===== config.mk =====
export PLATFORM = sky130hd
export DESIGN_NAME = agu_stage_ctrl_flat
export DESIGN_NICKNAME = d
export VERILOG_FILES = /design/src/rtl/agu_stage_ctrl_if.sv /design/src/rtl/agu_stage_ctrl.sv /design/src/flat_wrapper.sv
export SDC_FILE = /design/constraint.sdc
export NUM_CORES = 1
export LEC_CHECK = 0
export CORE_MARGIN = 4
export CORE_UTILIZATION = 50
export CTS_CLUSTER_SIZE = 40
export DETAILED_ROUTE_END_ITERATION = 7
export GPL_ROUTABILITY_DRIVEN = 0
export PLACE_DENSITY = 0.75
export SKIP_CTS_REPAIR_TIMING = 1
export SLEW_MARGIN = 30
export SYNTH_ARGS = -nofsm -noshare
export SYNTH_HDL_FRONTEND = slang
export SYNTH_SLANG_ARGS = --single-unit
export TNS_END_PERCENT = 50

===== constraint.sdc =====
create_clock -name clk -period 2 [get_ports clk]
set_input_delay 0.4 -clock clk [delete_from_list [all_inputs] [get_ports clk]]
set_output_delay 0.4 -clock clk [all_outputs]
set_load 0.005 [all_outputs]

===== src/rtl/agu_stage_ctrl_if.sv =====
// Handshake bundle between the NTT controller, AGU_k1/AGU_k2 and agu_stage_ctrl.
// The slave modport is the sequencer's view; master is the environment's view.
interface agu_stage_ctrl_if #(
    parameter int D_WIDTH = 4
);
    logic               start;
    logic               abort;
    logic               AGU_done_k1;
    logic               AGU_done_k2;
    logic               AGU_enable_k1;
    logic               AGU_enable_k2;
    logic [D_WIDTH-1:0] l;
    logic               busy;
    logic               done;
    logic               err;

    modport master (
        output start, abort, AGU_done_k1, AGU_done_k2,
        input  AGU_enable_k1, AGU_enable_k2, l, busy, done, err
    );

    modport slave (
        input  start, abort, AGU_done_k1, AGU_done_k2,
        output AGU_enable_k1, AGU_enable_k2, l, busy, done, err
    );
endinterface


===== src/rtl/agu_stage_ctrl.sv =====
// Stage sequencer for the NTT address generators: K1 passes, one K2 pass, pipeline drain, done.
// Define AGU_WDOG_EN to add a per-pass watchdog with a sticky ERR state (cleared by abort/rst).
module agu_stage_ctrl #(
    parameter int D_WIDTH      = 4,
    parameter int K1_STAGES    = 2,
    parameter int LAST_L       = 2,
    parameter int DRAIN_CYCLES = 3,
    parameter int WDOG_CYCLES  = 4096
) (
    input  logic              clk,
    input  logic              rst,
    agu_stage_ctrl_if.slave   bus
);

    localparam int                 DR_W    = (DRAIN_CYCLES > 1) ? $clog2(DRAIN_CYCLES) : 1;
    localparam logic [D_WIDTH-1:0] K1_LIM  = D_WIDTH'(K1_STAGES);
    localparam logic [D_WIDTH-1:0] L_LAST  = D_WIDTH'(LAST_L);
    localparam logic [DR_W-1:0]    DR_LOAD = DR_W'(DRAIN_CYCLES - 1);

    typedef enum logic [2:0] {
        IDLE   = 3'd0,
        K1_RUN = 3'd1,
        K1_GAP = 3'd2,
        K2_RUN = 3'd3,
        DRAIN  = 3'd4,
        DONE   = 3'd5
`ifdef AGU_WDOG_EN
        , ERR  = 3'd6
`endif
    } state_t;

    state_t             state_q, state_d;
    logic [D_WIDTH-1:0] stage_q, stage_d, stage_inc;
    logic [D_WIDTH-1:0] l_q, l_d;
    logic [DR_W-1:0]    drain_q, drain_d;
    logic               en1_q, en1_d;
    logic               en2_q, en2_d;
    logic               busy_q, busy_d;
    logic               done_q, done_d;

    assign stage_inc = stage_q + 1'b1;

`ifdef AGU_WDOG_EN
    localparam int              WD_W    = $clog2(WDOG_CYCLES + 1);
    localparam logic [WD_W-1:0] WD_LAST = WD_W'(WDOG_CYCLES - 1);

    logic [WD_W-1:0] wdog_q, wdog_d;
    logic            wdog_trip;
    logic            err_q, err_d;

    assign wdog_trip = (wdog_q == WD_LAST);

    // Restarts on every entry into a RUN state, counts only while resident in one.
    always_comb begin
        wdog_d = wdog_q;
        if (state_d != state_q)
            wdog_d = '0;
        else if (state_q == K1_RUN || state_q == K2_RUN)
            wdog_d = wdog_q + 1'b1;
    end

    always_ff @(posedge clk) begin
        if (rst) begin
            wdog_q <= '0;
            err_q  <= 1'b0;
        end else begin
            wdog_q <= wdog_d;
            err_q  <= err_d;
        end
    end

    assign bus.err = err_q;
`else
    assign bus.err = 1'b0;
`endif

    always_ff @(posedge clk) begin
        if (rst) begin
            state_q <= IDLE;
            stage_q <= '0;
            drain_q <= '0;
            l_q     <= '0;
            en1_q   <= 1'b0;
            en2_q   <= 1'b0;
            busy_q  <= 1'b0;
            done_q  <= 1'b0;
        end else begin
            state_q <= state_d;
            stage_q <= stage_d;
            drain_q <= drain_d;
            l_q     <= l_d;
            en1_q   <= en1_d;
            en2_q   <= en2_d;
            busy_q  <= busy_d;
            done_q  <= done_d;
        end
    end

    always_comb begin
        state_d = state_q;
        stage_d = stage_q;
        drain_d = drain_q;
        case (state_q)
            IDLE: begin
                if (bus.start && !bus.abort) begin
                    stage_d = '0;
                    state_d = (K1_STAGES == 0) ? K2_RUN : K1_RUN;
                end
            end
            K1_RUN: begin
                if (bus.AGU_done_k1)
                    state_d = K1_GAP;
`ifdef AGU_WDOG_EN
                else if (wdog_trip)
                    state_d = ERR;
`endif
            end
            // Single idle cycle lets the AGU index counter fall back to zero.
            K1_GAP: begin
                stage_d = stage_inc;
                state_d = (stage_inc < K1_LIM) ? K1_RUN : K2_RUN;
            end
            K2_RUN: begin
                if (bus.AGU_done_k2) begin
                    state_d = DRAIN;
                    drain_d = DR_LOAD;
                end
`ifdef AGU_WDOG_EN
                else if (wdog_trip)
                    state_d = ERR;
`endif
            end
            DRAIN: begin
                if (drain_q == '0)
                    state_d = DONE;
                else
                    drain_d = drain_q - 1'b1;
            end
            DONE:    state_d = IDLE;
`ifdef AGU_WDOG_EN
            ERR:     state_d = ERR;
`endif
            default: state_d = IDLE;
        endcase

        if (bus.abort && state_q != IDLE) begin
            state_d = IDLE;
            stage_d = '0;
            drain_d = '0;
        end
    end

    // Outputs are decoded from the next state so every port comes straight off a flop.
    always_comb begin
        en1_d  = (state_d == K1_RUN);
        en2_d  = (state_d == K2_RUN);
        busy_d = (state_d != IDLE) && (state_d != DONE);
        done_d = (state_d == DONE);
        l_d    = l_q;
        if (state_d == K1_RUN)
            l_d = stage_d;
        else if (state_d == K2_RUN)
            l_d = L_LAST;
`ifdef AGU_WDOG_EN
        err_d  = (state_d == ERR);
`endif
    end

    assign bus.AGU_enable_k1 = en1_q;
    assign bus.AGU_enable_k2 = en2_q;
    assign bus.l             = l_q;
    assign bus.busy          = busy_q;
    assign bus.done          = done_q;

endmodule

===== src/flat_wrapper.sv =====
// flat-port wrapper written by rule: the top's interface ports become plain ports
module agu_stage_ctrl_flat 
#(
    parameter int D_WIDTH      = 4,
    parameter int K1_STAGES    = 2,
    parameter int LAST_L       = 2,
    parameter int DRAIN_CYCLES = 3,
    parameter int WDOG_CYCLES  = 4096
)
  (clk, rst, bus_start, bus_abort, bus_AGU_done_k1, bus_AGU_done_k2, bus_AGU_enable_k1, bus_AGU_enable_k2, bus_l, bus_busy, bus_done, bus_err);
  agu_stage_ctrl_if #(.D_WIDTH(D_WIDTH)) bus_i ();
  input  logic clk;
  input  logic rst;
  input wire logic [$bits(bus_i.start)-1:0] bus_start;
  input wire logic [$bits(bus_i.abort)-1:0] bus_abort;
  input wire logic [$bits(bus_i.AGU_done_k1)-1:0] bus_AGU_done_k1;
  input wire logic [$bits(bus_i.AGU_done_k2)-1:0] bus_AGU_done_k2;
  output wire logic [$bits(bus_i.AGU_enable_k1)-1:0] bus_AGU_enable_k1;
  output wire logic [$bits(bus_i.AGU_enable_k2)-1:0] bus_AGU_enable_k2;
  output wire logic [$bits(bus_i.l)-1:0] bus_l;
  output wire logic [$bits(bus_i.busy)-1:0] bus_busy;
  output wire logic [$bits(bus_i.done)-1:0] bus_done;
  output wire logic [$bits(bus_i.err)-1:0] bus_err;
  assign bus_i.start = bus_start;
  assign bus_i.abort = bus_abort;
  assign bus_i.AGU_done_k1 = bus_AGU_done_k1;
  assign bus_i.AGU_done_k2 = bus_AGU_done_k2;
  assign bus_AGU_enable_k1 = bus_i.AGU_enable_k1;
  assign bus_AGU_enable_k2 = bus_i.AGU_enable_k2;
  assign bus_l = bus_i.l;
  assign bus_busy = bus_i.busy;
  assign bus_done = bus_i.done;
  assign bus_err = bus_i.err;
  agu_stage_ctrl #(.D_WIDTH(D_WIDTH), .K1_STAGES(K1_STAGES), .LAST_L(LAST_L), .DRAIN_CYCLES(DRAIN_CYCLES), .WDOG_CYCLES(WDOG_CYCLES)) u_core (.clk(clk), .rst(rst), .bus(bus_i));
endmodule

==> results.md, run 1 <==
- The required time of the critical path is 2.18 ns.
- Yosys mapped a number of flops with a built-in enable equal to 0.
- TritonCTS built the clock tree.
- The diode insertion count for antenna repair is 0.
- Setup violations remaining at the end of the flow were counted as 0.
- The number of global-route vias before repair was roughly 740.
- Yosys attributes the largest share of cell area to sky130_fd_sc_hd__dfxtp_1, sky130_fd_sc_hd__nor2_1, sky130_fd_sc_hd__inv_1.
- In the routed design, unresolved DRC markers number 0.
- Entering global routing, the biggest net connects 13 pins.
- Of the available clock period, the critical path in the final layout requires 91.4%.
- The number of buffers inserted by port buffering is 13.
- In the synthesized netlist the dominant register cell turns out to be sky130_fd_sc_hd__dfxtp_1.
- No sink is reached through more buffers than the 2 on the longest clock path.
- The sequential cell area fraction in the yosys report is 40.8%.
- The die outline height is approximately 49 µm.
- Setup repair after global routing left no endpoint under its margin.
- The synthesized design contains 17 register bits.
- The smallest setup slack after layout is approximately 0.17 ns.
- The die is ~50 µm wide.
- The worst clock skew is 0.00355 ns.
- The worst hold path begins at u_core.bus.l[2].
- 15 I/O pins were placed.
- The library cell with the highest instance count after synthesis is sky130_fd_sc_hd__dfxtp_1.
- The initial core utilization is a little over half.
- Excluding fillers, the count of instances in the completed layout stands at ~130.
- The clock sink count is 17.
- Synthesis instantiated 39 different standard cells from the library.
- The detail route stage leaves a number of antenna-violating nets equal to 0.
- The worst slack at placement is -0.0979 ns.
- STA classifies the critical path endpoint as a flop.
- The final critical path time including I/O delays and setup is 1.83 ns.
- The number of nets in the layout is about 120.
- The global routing usage summed across all routing layers is 16.7%.
- In this run the critical register-to-register path is captured at u_core.bus.l[1].
- In this run the worst path has a maximum fanout of 4.
- By count the netlist is led by sky130_fd_sc_hd__dfxtp_1, sky130_fd_sc_hd__nor2_1, sky130_fd_sc_hd__inv_1.
- The number of nets in the synthesized netlist is between 100 and 150.
- The total power divided by cell area is 591 nW/µm².
- The relative area change from synthesis to final layout is 22.1%.
- The most critical setup path has its startpoint at u_core.stage_q[0].
- The routed layout has roughly 710 vias.
- Overall power consumption after layout is estimated at about 0.0006 W.
- Hold is met by about 0.5 ns.
- The total core area is ~1500 µm².
- The highest clock rate is approximately 0.55 GHz.
- In this run, placement finished with an instance count of 125.
- The library cell occupying the most area in the post-synthesis netlist is sky130_fd_sc_hd__dfxtp_1.
- After filler insertion, the fill cell instance count of the layout stands at 126.
- The setup TNS is 0 ns.
- The arrival time of data at the critical path endpoint is between 2 and 2.5 ns.
- The placement row count is 14.
- The cell chosen for the clock root is sky130_fd_sc_hd__clkbuf_4.
- The worst-case vdd ir drop is 0.539 mV.
- The cell count of the worst reg-to-reg path is 6.
- The total clock buffers created by CTS is 3.
- The half-perimeter wire length of the detailed placement result is roughly 1.3 mm.
- The flow ran to the end, and the final reports show no timing, DRC or antenna violations.
- The post-route netlist has between 10 and 15% of its cells at a drive strength greater than 1.
- Wires add up to ~1.7 mm.
- The initial antenna violation count is 0.
- Yosys printed 0 warnings.
- The iteration-0 DRC count of the detailed router is 20.
- The async set-or-reset flop fraction in the synthesized netlist is 0%.
- After clock tree synthesis, the clock-pin slew on the worst setup and hold paths is about 0.090 ns.
- The final hold violation count is 0.
- Counting every instance in the synthesized netlist gives 95.
- The total congestion overflow after global routing is 0.
- In the routed layout, each cell is associated on average with a via count of 5.47.
- The standby leakage power is between 0.4 and 0.5 nW.
- The area of the die is about 2400 µm².
- The first global-routing pass estimated between 3 and 4 mm of wire.
- The area share of the largest cell type after synthesis is between 40% and 50%.
- The later pin in the worst-skew pair is clocked with a latency of 0.28 ns.
- A synthesized cell averages 8.77 µm².
- The max-cap check violation count is 0.
- The total number of H-tree levels is 1.
- Dividing the detail-routed wire length by the instance count gives ~13 µm.
- The cell area that synthesis handed to floorplanning was between 800 and 900 µm².
- The capturing instance or port of the critical path is u_core.bus.l[1].
- The path type of the worst setup path is flop to flop.
- The number of optimization iterations in the first detailed-route pass is 4.
- The class of the tightest hold or removal check is flop to flop.
- The kind of launch point of the worst setup path is a flop.
- The origin of the critical flop-to-flop path is u_core.stage_q[0].
- The max-slew violation count is 0.
- The worst register-to-register path has a setup slack of 0.17 ns.
report_power, final:
group	switching (W)	leakage [nW]	internal (W)	total, W
registers	0.00000537	0.138	0.000344	0.000350
logic	0.0000343	0.265	0.0000419	0.0000762
clock network	0.0000984	0.0150	0.0000775	0.000176
total	0.000138	0.418	0.000464	0.000602
state kept, by name (all words and copies together) (netlist names):
register	count
u_core.bus.l	4
u_core.stage_q	4
u_core.state_q	3
u_core.drain_q	2
u_core.bus.AGU_enable_k1	1
u_core.bus.AGU_enable_k2	1
u_core.bus.busy	1
u_core.bus.done	1
worst max-delay path, cell delays in order (launching register included):
cell                      delay (ns)
sky130_fd_sc_hd__dfxtp_1        0.34
sky130_fd_sc_hd__ha_1           0.24
sky130_fd_sc_hd__xor2_1         0.15
sky130_fd_sc_hd__or3_1          0.31
sky130_fd_sc_hd__a22oi_1        0.32
sky130_fd_sc_hd__nand2_1        0.12
sky130_fd_sc_hd__o221a_2        0.25
worst min path at each step:
stage	to	slack, ns	depth (start not counted)
after detailed placement	u_core.bus.l[2]	0.49	1
after floorplan	u_core.bus.AGU_enable_k1	0.47	1
after global routing	u_core.bus.l[2]	0.55	1
after CTS	u_core.bus.l[2]	0.51	1
after global placement	u_core.bus.l[2]	0.48	1
final	u_core.bus.l[2]	0.50	1
area by class of cell:
type	count	area [µm²]	share of cell area, %
Tap cell	16	20.0	1.97
Clock buffer	4	26.3	2.58
Sequential cell	17	340	33.5
Multi-Input combinational cell	65	422	41.5
Timing Repair Buffer	20	183	18.0
Inverter	7	26.3	2.58
stage by stage:
step	util (%)	instance area [µm²]
global route	66.0	1020
detailed placement	64.3	991
finish	66.0	1020
CTS	66.0	1020
global placement	64.3	991
floorplan	-	833
cells by family after synthesis:
kind of cell             Yosys count  synth area share [%]
AO/OA/AOI/OAI                     22                  21.3
XOR/XNOR                           2                  2.10
adder cells (fa/ha/maj)            2                  3.00
buffers and inverters             13                  8.56
flip-flops                        17                  40.8
multiplexers                       2                  2.55
other                              1                 0.450
AND/OR/NAND/NOR                   36                  21.2
layer usage:
metal  share of wire [%]  up-vias  track usage (%)
li1                    -      364                -
met1                  48      317             21.4
met2                  46       22             24.8
met3                 5.7        2             5.81
met4                0.59        0             7.62
met5                   0        -                0
placed cells by master, fill, tap and decap left out, types with 2 or more instances in the layout:
| cell type | n |
|---|---|
| sky130_fd_sc_hd__nor2_1 | 15 |
| sky130_fd_sc_hd__nor2b_1 | 2 |
| sky130_fd_sc_hd__o21ai_1 | 2 |
| sky130_fd_sc_hd__and2_1 | 2 |
| sky130_fd_sc_hd__a22oi_1 | 2 |
| sky130_fd_sc_hd__or3_1 | 2 |
| sky130_fd_sc_hd__dfxtp_1 | 17 |
| sky130_fd_sc_hd__ha_1 | 2 |
| sky130_fd_sc_hd__a21oi_1 | 4 |
| sky130_fd_sc_hd__nor3_1 | 2 |
| sky130_fd_sc_hd__nor3b_1 | 2 |
| sky130_fd_sc_hd__clkdlybuf4s50_1 | 13 |
| sky130_fd_sc_hd__nand3_1 | 2 |
| sky130_fd_sc_hd__inv_1 | 7 |
| sky130_fd_sc_hd__buf_4 | 7 |
| sky130_fd_sc_hd__nand2_1 | 6 |
| sky130_fd_sc_hd__clkbuf_4 | 3 |
No activity file was read; power rests on OpenSTA's default activity.
==> run 2: changes to the inputs <==
--- a/config.mk
+++ b/config.mk
@@ -5,12 +5,13 @@
 export SDC_FILE = /design/constraint.sdc
 export NUM_CORES = 1
 export LEC_CHECK = 0
+export CAP_MARGIN = 20
 export CORE_MARGIN = 4
-export CORE_UTILIZATION = 50
+export CORE_UTILIZATION = 32
 export CTS_CLUSTER_SIZE = 40
 export DETAILED_ROUTE_END_ITERATION = 7
 export GPL_ROUTABILITY_DRIVEN = 0
-export PLACE_DENSITY = 0.75
+export PLACE_DENSITY = 0.51
 export SKIP_CTS_REPAIR_TIMING = 1
 export SLEW_MARGIN = 30
 export SYNTH_ARGS = -nofsm -noshare
==> run 2 against run 1 <==
Critical path depth unchanged. Design area is the same. Total power grew 0.16%. Clock-buffer cell count is the same. Register-to-register slack gained 0.04 ns. Core utilization shrank 25 points. First-iteration DRC count down 30%. Global-route usage shrank 5.0 points. Largest cell class unchanged.
==> results.md, run 2 (synthesis results as in run 1) <==
- The filler cells instantiated in the layout total between 200 and 300.
- The run finished with clean final reports.
- The total power divided by cell area is 592 nW/µm².
- The class of the tightest hold or removal check is flop to flop.
- Leaving out fill and tap cells, the most frequent cell in the layout is sky130_fd_sc_hd__dfxtp_1.
- Leaving out fill and tap cells, the most frequent cells in the layout are sky130_fd_sc_hd__dfxtp_1, sky130_fd_sc_hd__nor2_1, sky130_fd_sc_hd__clkdlybuf4s50_1.
- The cell chosen for the clock root is sky130_fd_sc_hd__clkbuf_4.
- The setup violation total in the final timing report is 0.
- The number of optimization iterations in the first detailed-route pass is 4.
- The maximum fanout along the worst path is 4.
- The fraction of power consumed by the clock network is 30.4%.
- The number of buffers inserted by port buffering is 13.
- The detailed router put a total of 904 µm of wire on met1.
- The final critical-path share of the clock period is 89.2%.
- At the worst endpoint, the required time is ~2.2 ns.
- By instance count, the cell type seen most on the critical path is sky130_fd_sc_hd__or3_1.
- For this run, the top clock speed supported by timing is about 0.56 GHz.
- The switching power summed over all nets is about 0.00014 W.
- The total overflow left after global routing is 0.
- The initial antenna violation count was 0.
- The total core area is about 2500 µm².
- CTS built an H-tree with a depth of 1.
- The post-route cell area is 1020 µm².
- The largest delay contributor family on the critical path is simple AND/OR/NAND/NOR gates.
- After the first detailed-routing iteration, the DRC count stood at 14.
- The signal on the critical path passes through ha_1 -> xor2_1 -> or3_1 -> a22oi_2 -> or3_1 -> o221ai_1.
- The total power is approximately 0.0006 W.
- The total number of vias is 705.
- The arrival time of data at the critical path endpoint is roughly 1.9 ns.
- The max-slew violation count is 0.
- Of the cells placed in the final design, the portion with a size suffix greater than 1 is 12.7%.
- For this configuration, the core starts out at a cell density of 33.6%.
- The worst clock skew is approximately 0.0031 ns.
- The cell internal power dissipation is about 0.00046 W.
- The half-perimeter wire length of the detailed placement result is approximately 1.3 mm.
- The TritonCTS clock tree is built.
- Entering global routing, the biggest net connects 13 pins.
- Counting along the longest clock path gives a buffer depth of 2.
- Dividing the detail-routed via count by the number of cells gives between 5 and 6.
- The floorplan step defined a die boundary enclosing approximately 3500 µm².
- The clock reaches the later pin of the worst-skew pair after 0.29 ns.
- The worst-case vdd ir drop is ~0.35 mV.
- In the final routed layout, each cell accounts on average for 12.6 µm.
- The final hold violation count is 0.
- Adding up every negative setup slack in the final design gives 0 ns.
- The path type of the worst setup path is flop to flop.
- The max-cap check violation count is 0.
- After clock tree synthesis, the clock-pin slew on the worst setup and hold paths is about 0.1 ns.
- The slowest stage of the critical path belongs to the cell sky130_fd_sc_hd__dfxtp_1.
- STA classifies the critical path startpoint as a flop.
- The post-place instance area is slightly below 1000 µm².
- Net switching is between 20% and 30% of the power.
- The number of nets in the layout is 119.
- The number of antenna diodes in the final layout is 0.
- Measured along the y axis, the die boundary spans around 59 µm.
- The standby leakage power is between 0.4 and 0.5 nW.
- The logic gate share of total power is between 10% and 20%.
- The chip width is 59.0 µm.
- Signal routing reaches up to met4.
- The endpoint type of the worst setup path is a flop.
- The longest individual stage delay on the worst path is between 0.3 and 0.4 ns.
- The floorplan has 18 rows.
- Setup repair after global routing left no endpoint under its margin.
- Global routing consumed, over all layers together, between 10% and 20% of the routing resources.
- The share of total power dissipated in sequential elements is 58.0%.
- The length of routed met3 wiring is around 97 µm.
- The post-route DRC violation count is 0.
- Across all hold checks on the routed design, the worst slack comes to between 0.5 and 0.6 ns.
- Together, buffers and inverters on the worst path number 0.
- The clock period could shrink to about 1.8 ns.
- The relative area change from synthesis to final layout is 22.1%.
- The total I/O pin count is 15.
- Clock tree synthesis found a total of 17 sinks.
- Summed over all nets, wire length on met2 after detailed routing comes to 735 µm.
- The number of nets with antenna violations after routing is 0.
- The wire length of the first global-routing pass is roughly 3.0 mm.
- The routed design has 1.77 mm of wire.
- The number of global-route vias before repair came to roughly 710.
- In this run, CTS created clock tree buffers numbering 3.
==> run 2: metrics by stage <==
stage                     std cells  util [%]  worst slack [ns]
after CTS                       140      40.9             0.122
after global placement          136      39.8           -0.0801
after detailed placement        136      39.8           -0.0924
after global routing            140      41.1            0.0880
after floorplan                  95         -             0.333
final                           140      41.1             0.216
==> run 2: final cells by class <==
type / count / area [µm²] / area share, %
sequential: 17 / 340 / 33.5
timing repair buffer: 17 / 160 / 15.7
clock buffer: 4 / 26.3 / 2.58
tap: 30 / 37.5 / 3.69
inverter: 7 / 26.3 / 2.58
multi-input combinational: 65 / 427 / 41.9
==> run 2: metal layers <==
layer  track usage (%)  vias to the layer above
li1                  -                      359
met1              15.8                      324
met2              16.9                       18
met3              3.27                        4
met4              6.15                        0
met5                 0                        -
==> run 2: worst paths after layout <==
check                     from               to  slack (ns)  cells after the start
min reg2reg    u_core.bus.l[3]  u_core.bus.l[3]        0.52                      1
max          u_core.stage_q[0]  u_core.bus.busy        0.22                      6
min            u_core.bus.l[3]  u_core.bus.l[3]        0.52                      1
max reg2reg  u_core.stage_q[0]  u_core.bus.busy        0.22                      6
==> run 2: power groups by stage <==
stage	clock network, W	registers (W)	logic (W)
after global routing	0.000206	0.000351	0.0000775
after global placement	0	0.000357	0.0000698
after detailed placement	0	0.000357	0.0000689
after CTS	0.000188	0.000350	0.0000698
final	0.000183	0.000349	0.0000699
after floorplan	0	0.000355	0.0000404
==> run 3: changes to the inputs <==
--- a/config.mk
+++ b/config.mk
@@ -7,11 +7,11 @@
 export LEC_CHECK = 0
 export CAP_MARGIN = 20
 export CORE_MARGIN = 4
-export CORE_UTILIZATION = 32
+export CORE_UTILIZATION = 50
 export CTS_CLUSTER_SIZE = 40
 export DETAILED_ROUTE_END_ITERATION = 7
 export GPL_ROUTABILITY_DRIVEN = 0
-export PLACE_DENSITY = 0.51
+export PLACE_DENSITY = 0.75
 export SKIP_CTS_REPAIR_TIMING = 1
 export SLEW_MARGIN = 30
 export SYNTH_ARGS = -nofsm -noshare
==> results of run 3 <==
No change in the layout: final DEF, timing and power equal those of run 1.
==> RTL edit 1: new RTL, settings of run 2 <==
`DRAIN_CYCLES` is set to 3 in 2 places; all go to 6.
--- a/src/rtl/agu_stage_ctrl.sv
+++ b/src/rtl/agu_stage_ctrl.sv
@@ -4,7 +4,7 @@
     parameter int D_WIDTH      = 4,
     parameter int K1_STAGES    = 2,
     parameter int LAST_L       = 2,
-    parameter int DRAIN_CYCLES = 3,
+    parameter int DRAIN_CYCLES = 6,
     parameter int WDOG_CYCLES  = 4096
 ) (
     input  logic              clk,
--- a/src/flat_wrapper.sv
+++ b/src/flat_wrapper.sv
@@ -4,7 +4,7 @@
     parameter int D_WIDTH      = 4,
     parameter int K1_STAGES    = 2,
     parameter int LAST_L       = 2,
-    parameter int DRAIN_CYCLES = 3,
+    parameter int DRAIN_CYCLES = 6,
     parameter int WDOG_CYCLES  = 4096
 )
   (clk, rst, bus_start, bus_abort, bus_AGU_done_k1, bus_AGU_done_k2, bus_AGU_enable_k1, bus_AGU_enable_k2, bus_l, bus_busy, bus_done, bus_err);
Formal check against the unedited RTL: not equivalent (a bounded check fails within 10 cycles, from zero or initial values and one cycle with rst high).
==> RTL edit 1 against run 2 <==
- design area up 14%
- area after synthesis rose by 9.8%
- sequential cell count rose by 1
- clock skew down 0.0015 ns
- worst setup slack worse by 0.068 ns
- count of clock-buffer cells in the layout did not move
- power is 24% higher
- routed wire length up 11%
==> RTL edit 1: results (changes against run 2) <==
Outcome
  • Status: finished, final reports clean (unchanged)

Yosys
  • Yosys top cell area share: 39.4% (was 40.8%)
  • Net count after synthesis: 110 (was 103)
  • Synthesized instance count: 101 (was 95)
  • Synth top area cells: sky130_fd_sc_hd__dfxtp_1, sky130_fd_sc_hd__ha_1, sky130_fd_sc_hd__nand2_1, sky130_fd_sc_hd__nor2_1, sky130_fd_sc_hd__a21oi_1 (was sky130_fd_sc_hd__dfxtp_1, sky130_fd_sc_hd__nor2_1, sky130_fd_sc_hd__inv_1, sky130_fd_sc_hd__ha_1, sky130_fd_sc_hd__buf_6)
  • Distinct cells, synth: 42 (was 39)
  • Sequential element share of the synthesized area: 39.4% (was 40.8%)

GRT
  • Maximum number of pins on one net before global-route repair: 14 (was 13)
  • Via count of the first global-routing pass: 710 (was 708)
  • Total track usage: 11.3% (was 11.7%)

Placed design
  • HPWL Detailed: 1500 um (was 1320 um)
  • Placed cell areas: 0.00113 mm^2 (was 986 um^2)
  • Worst slack at placement: -0.132 ns (was -0.0924 ns)
  • Cells after DPL: 151 (was 136)

Detailed routing
  • DRT Wirelength: 1960 um (was 1770 um)
  • Via count: 775 (was 705)
  • Detailed Route Iter0 Violations: 25 (was 14)

Cells and area
  • Net count reported at finish: 134 (was 119)
  • Fraction of final layout cells with drive strength greater than 1: 17.7% (was 12.7%)

Power and ir drop
  • Cell Int Power: 0.000556 W (was 0.000459 W)
  • Max IR drop VDD: 0.000406 V (was 0.000345 V)

STA
  • Highest clock rate: 540 MHz (was 560 MHz)
  • Post-route worst hold slack: 0.471 ns (was 0.516 ns)
  • Layout Skew: 0.00169 ns (was 0.00314 ns)

Setup path
  • Largest stage delay on the critical path: 0.55 ns (was 0.34 ns)
  • Top fanout value on the critical path: 10 (was 4)
RTL edit 1: changes by cell type after synthesis, moves of 2 or more:
cell	before	now
sky130_fd_sc_hd__a22oi_1	2	0
sky130_fd_sc_hd__nor2_1	15	9
sky130_fd_sc_hd__a41oi_1	0	2
sky130_fd_sc_hd__mux2i_1	1	3
sky130_fd_sc_hd__or3_1	2	0
sky130_fd_sc_hd__inv_1	7	5
sky130_fd_sc_hd__nand2b_1	0	2
sky130_fd_sc_hd__nand2_1	6	10
sky130_fd_sc_hd__or2_2	0	2
sky130_fd_sc_hd__a21oi_1	4	6
sky130_fd_sc_hd__nor3b_1	2	0
RTL edit 1: cell type report:
| class | count | area (um^2) | area share, % |
|---|---|---|---|
| Multi-Input combinational cell | 73 | 495 | 42.6 |
| Tap cell | 31 | 38.8 | 3.34 |
| Sequential cell | 18 | 360 | 31.0 |
| Inverter | 5 | 18.8 | 1.61 |
| Timing Repair Buffer | 24 | 213 | 18.3 |
| Clock buffer | 4 | 36.3 | 3.12 |
RTL edit 1: per-stage QoR:
stage	TNS, ns	total power [W]
6_report	0	0.000747
3_5_place_dp	-0.341	0.000528
5_1_grt	0	0.000794
4_1_cts	0	0.000759
2_1_floorplan	0	0.000471
3_3_place_gp	-0.282	0.000527
RTL edit 1: final timing paths:
check                                 endpoint
setup / recovery  u_core.bus.l[0]$_SDFFE_PP0P_
setup reg to reg  u_core.bus.l[0]$_SDFFE_PP0P_
hold reg to reg   u_core.bus.l[2]$_SDFFE_PP0P_
hold / removal    u_core.bus.l[2]$_SDFFE_PP0P_
RTL edit 1: kinds of logic (layout without fill, tap and decap cells):
logic type | Yosys count | in the layout | synth area share, %
and+or+nand+nor | 42 | 42 | 25.9
AOI/OAI and AO/OA | 22 | 22 | 18.6
DFF | 18 | 18 | 39.4
buffers and inverters | 10 | 33 | 6.43
adders and majority gates | 3 | 3 | 4.10
muxes | 3 | 3 | 3.28
xor gates and xnor gates | 2 | 2 | 1.92
other | 1 | 1 | 0.410
RTL edit 1: metal layers:
| layer | up-vias | GRT usage [%] | share of wire, % | wire, um |
|---|---|---|---|---|
| li1 | 404 | - | - | - |
| met1 | 357 | 13.9 | 49 | 951 |
| met2 | 12 | 17.4 | 45 | 883 |
| met3 | 2 | 3.98 | 5.3 | 103 |
| met4 | 0 | 5.45 | 0.87 | 17 |
| met5 | - | 0 | 0 | 0 |
RTL edit 1: critical path: cells and delay by family, from the launching register on:
family / cells / cell delay [ns]
AO/OA/AOI/OAI: 3 / 0.66
flip-flops: 1 / 0.55
AND/OR/NAND/NOR: 2 / 0.54
==> RTL edit 2: new RTL, flow settings as in run 2 <==
Without the edit above. `stage_q` and `l_q` no longer have a reset.
--- a/src/rtl/agu_stage_ctrl.sv
+++ b/src/rtl/agu_stage_ctrl.sv
@@ -77,23 +77,24 @@
     always_ff @(posedge clk) begin
         if (rst) begin
             state_q <= IDLE;
-            stage_q <= '0;
             drain_q <= '0;
-            l_q     <= '0;
             en1_q   <= 1'b0;
             en2_q   <= 1'b0;
             busy_q  <= 1'b0;
             done_q  <= 1'b0;
         end else begin
             state_q <= state_d;
-            stage_q <= stage_d;
             drain_q <= drain_d;
-            l_q     <= l_d;
             en1_q   <= en1_d;
             en2_q   <= en2_d;
             busy_q  <= busy_d;
             done_q  <= done_d;
         end
+    end
+
+    always_ff @(posedge clk) begin
+        stage_q <= stage_d;
+        l_q     <= l_d;
     end
 
     always_comb begin
Check against the original RTL: differs if rst is asserted again (counterexample within 4 cycles, from zero or initial values and one cycle with rst high); with rst held inactive, the same outputs for 10 cycles.
==> RTL edit 2 against run 2 <==
- design area rose by 15%
- worst setup slack got worse by 0.012 ns
- cell count is 10% higher
- sequential share of layout area shrank 1.1 points
- sequential cell count unchanged
- utilization up 4.3 points
- routed wire length grew 11%
- area after synthesis grew 8.1%
- fmax decreased by 0.66%
- first-iteration DRC count grew 43%
Power is not compared: it rests on default switching activity, and its combinational part moved more than twofold at a synthesized area within 25%.
==> RTL edit 2: results (changes against run 2) <==
Detailed routing
  • Wl on met1: 1030 um (was 904 um)
  • Vias per inst: 4.99 (was 5.04)
  • DRT Wirelength: 1970 um (was 1770 um)
  • Met2 layer wire length in the routed design: 803 um (was 735 um)
  • Met3 Wirelength: 91 um (was 97 um)

Yosys
  • Mean Syn Cell Area: 9.29 um^2 (was 8.77 um^2)
  • Multiplexer area fraction after synthesis: 1.25% (was 2.55%)
  • Number of enable flip-flop cells after synthesis: 4 (was 0)
  • Adder-Cell Fraction of Synth Area: 2.78% (was 3.00%)
  • Net count after synthesis: 105 (was 103)
  • Compound-cell area share of the yosys netlist: 22.9% (was 21.3%)

Cells and area
  • Net count reported at finish: 133 (was 119)
  • Final-layout clock-cell area share: 2.24% (was 2.58%)
  • Layout inverter count without the clock tree: 6 (was 7)
  • Signal buf overhead: 20.7% (was 15.7%)

Setup path
  • CP endpoint: u_core.bus.l[1]$_SDFFCE_PP1P_ (was u_core.bus.busy$_SDFF_PP0_)
  • Worst reg2reg path depth: 5 (was 6)
  • Cell type of the slowest stage on the worst timing path: sky130_fd_sc_hd__clkdlybuf4s50_1 (was sky130_fd_sc_hd__dfxtp_1)
  • Worst reg2reg path startpoint: u_core.stage_q[0]$_DFF_P_ (was u_core.stage_q[0]$_SDFF_PP0_)
  • Largest stage delay on the critical path: 0.49 ns (was 0.34 ns)
  • Top fanout value on the critical path: 5 (was 4)
  • Worst setup path startpoint: bus_abort (was u_core.stage_q[0]$_SDFF_PP0_)
  • Arr. time, crit path: 1.84 ns (was 1.94 ns)

GRT
  • GR met2 Demand/Resource: 18.3% (was 16.9%)
  • Maximum number of pins on one net before global-route repair: 15 (was 13)
  • Via count of the first global-routing pass: 790 (was 708)
  • Total track usage: 12.2% (was 11.7%)

Outcome
  • Status: finished, final reports clean (unchanged)

Hold path
  • Terminating pin of the worst hold path: u_core.drain_q[0]$_SDFFE_PP0P_ (was u_core.bus.l[3]$_SDFFE_PP0P_)
  • Cell depth of the worst min-delay path: 2 (was 1)

STA
  • Layout Skew: 0.00264 ns (was 0.00314 ns)

Placed design
  • Worst slack at placement: -0.125 ns (was -0.0924 ns)
  • Placed cell areas: 0.00115 mm^2 (was 986 um^2)
==> RTL edit 2: cell count changes after synthesis, moves of 2 or more <==
cell                              run 2  this run
sky130_fd_sc_hd__nor3_1               2         4
sky130_fd_sc_hd__a21oi_1              4         6
sky130_fd_sc_hd__nor2_1              15        13
sky130_fd_sc_hd__edfxtp_1             0         4
sky130_fd_sc_hd__dfxtp_1             17        13
sky130_fd_sc_hd__o21ai_0              0         3
sky130_fd_sc_hd__or3_1                2         0
sky130_fd_sc_hd__nand2b_1             0         3
sky130_fd_sc_hd__nand2_1              6         4
==> RTL edit 2: power groups by stage <==
stage	clock, W	sequential (W)	combinational, W
after floorplan	0	0.000412	0.000126
after global placement	0	0.000422	0.000225
after detailed placement	0	0.000421	0.000228
after CTS	0.000200	0.000414	0.000229
after global routing	0.000216	0.000418	0.000255
final	0.000193	0.000414	0.000226
==> RTL edit 2: critical path, delay by kind of cell <==
kind	cells	cell delay, ns
AOI/OAI and AO/OA	4	0.77
buffers and inverters	2	0.66
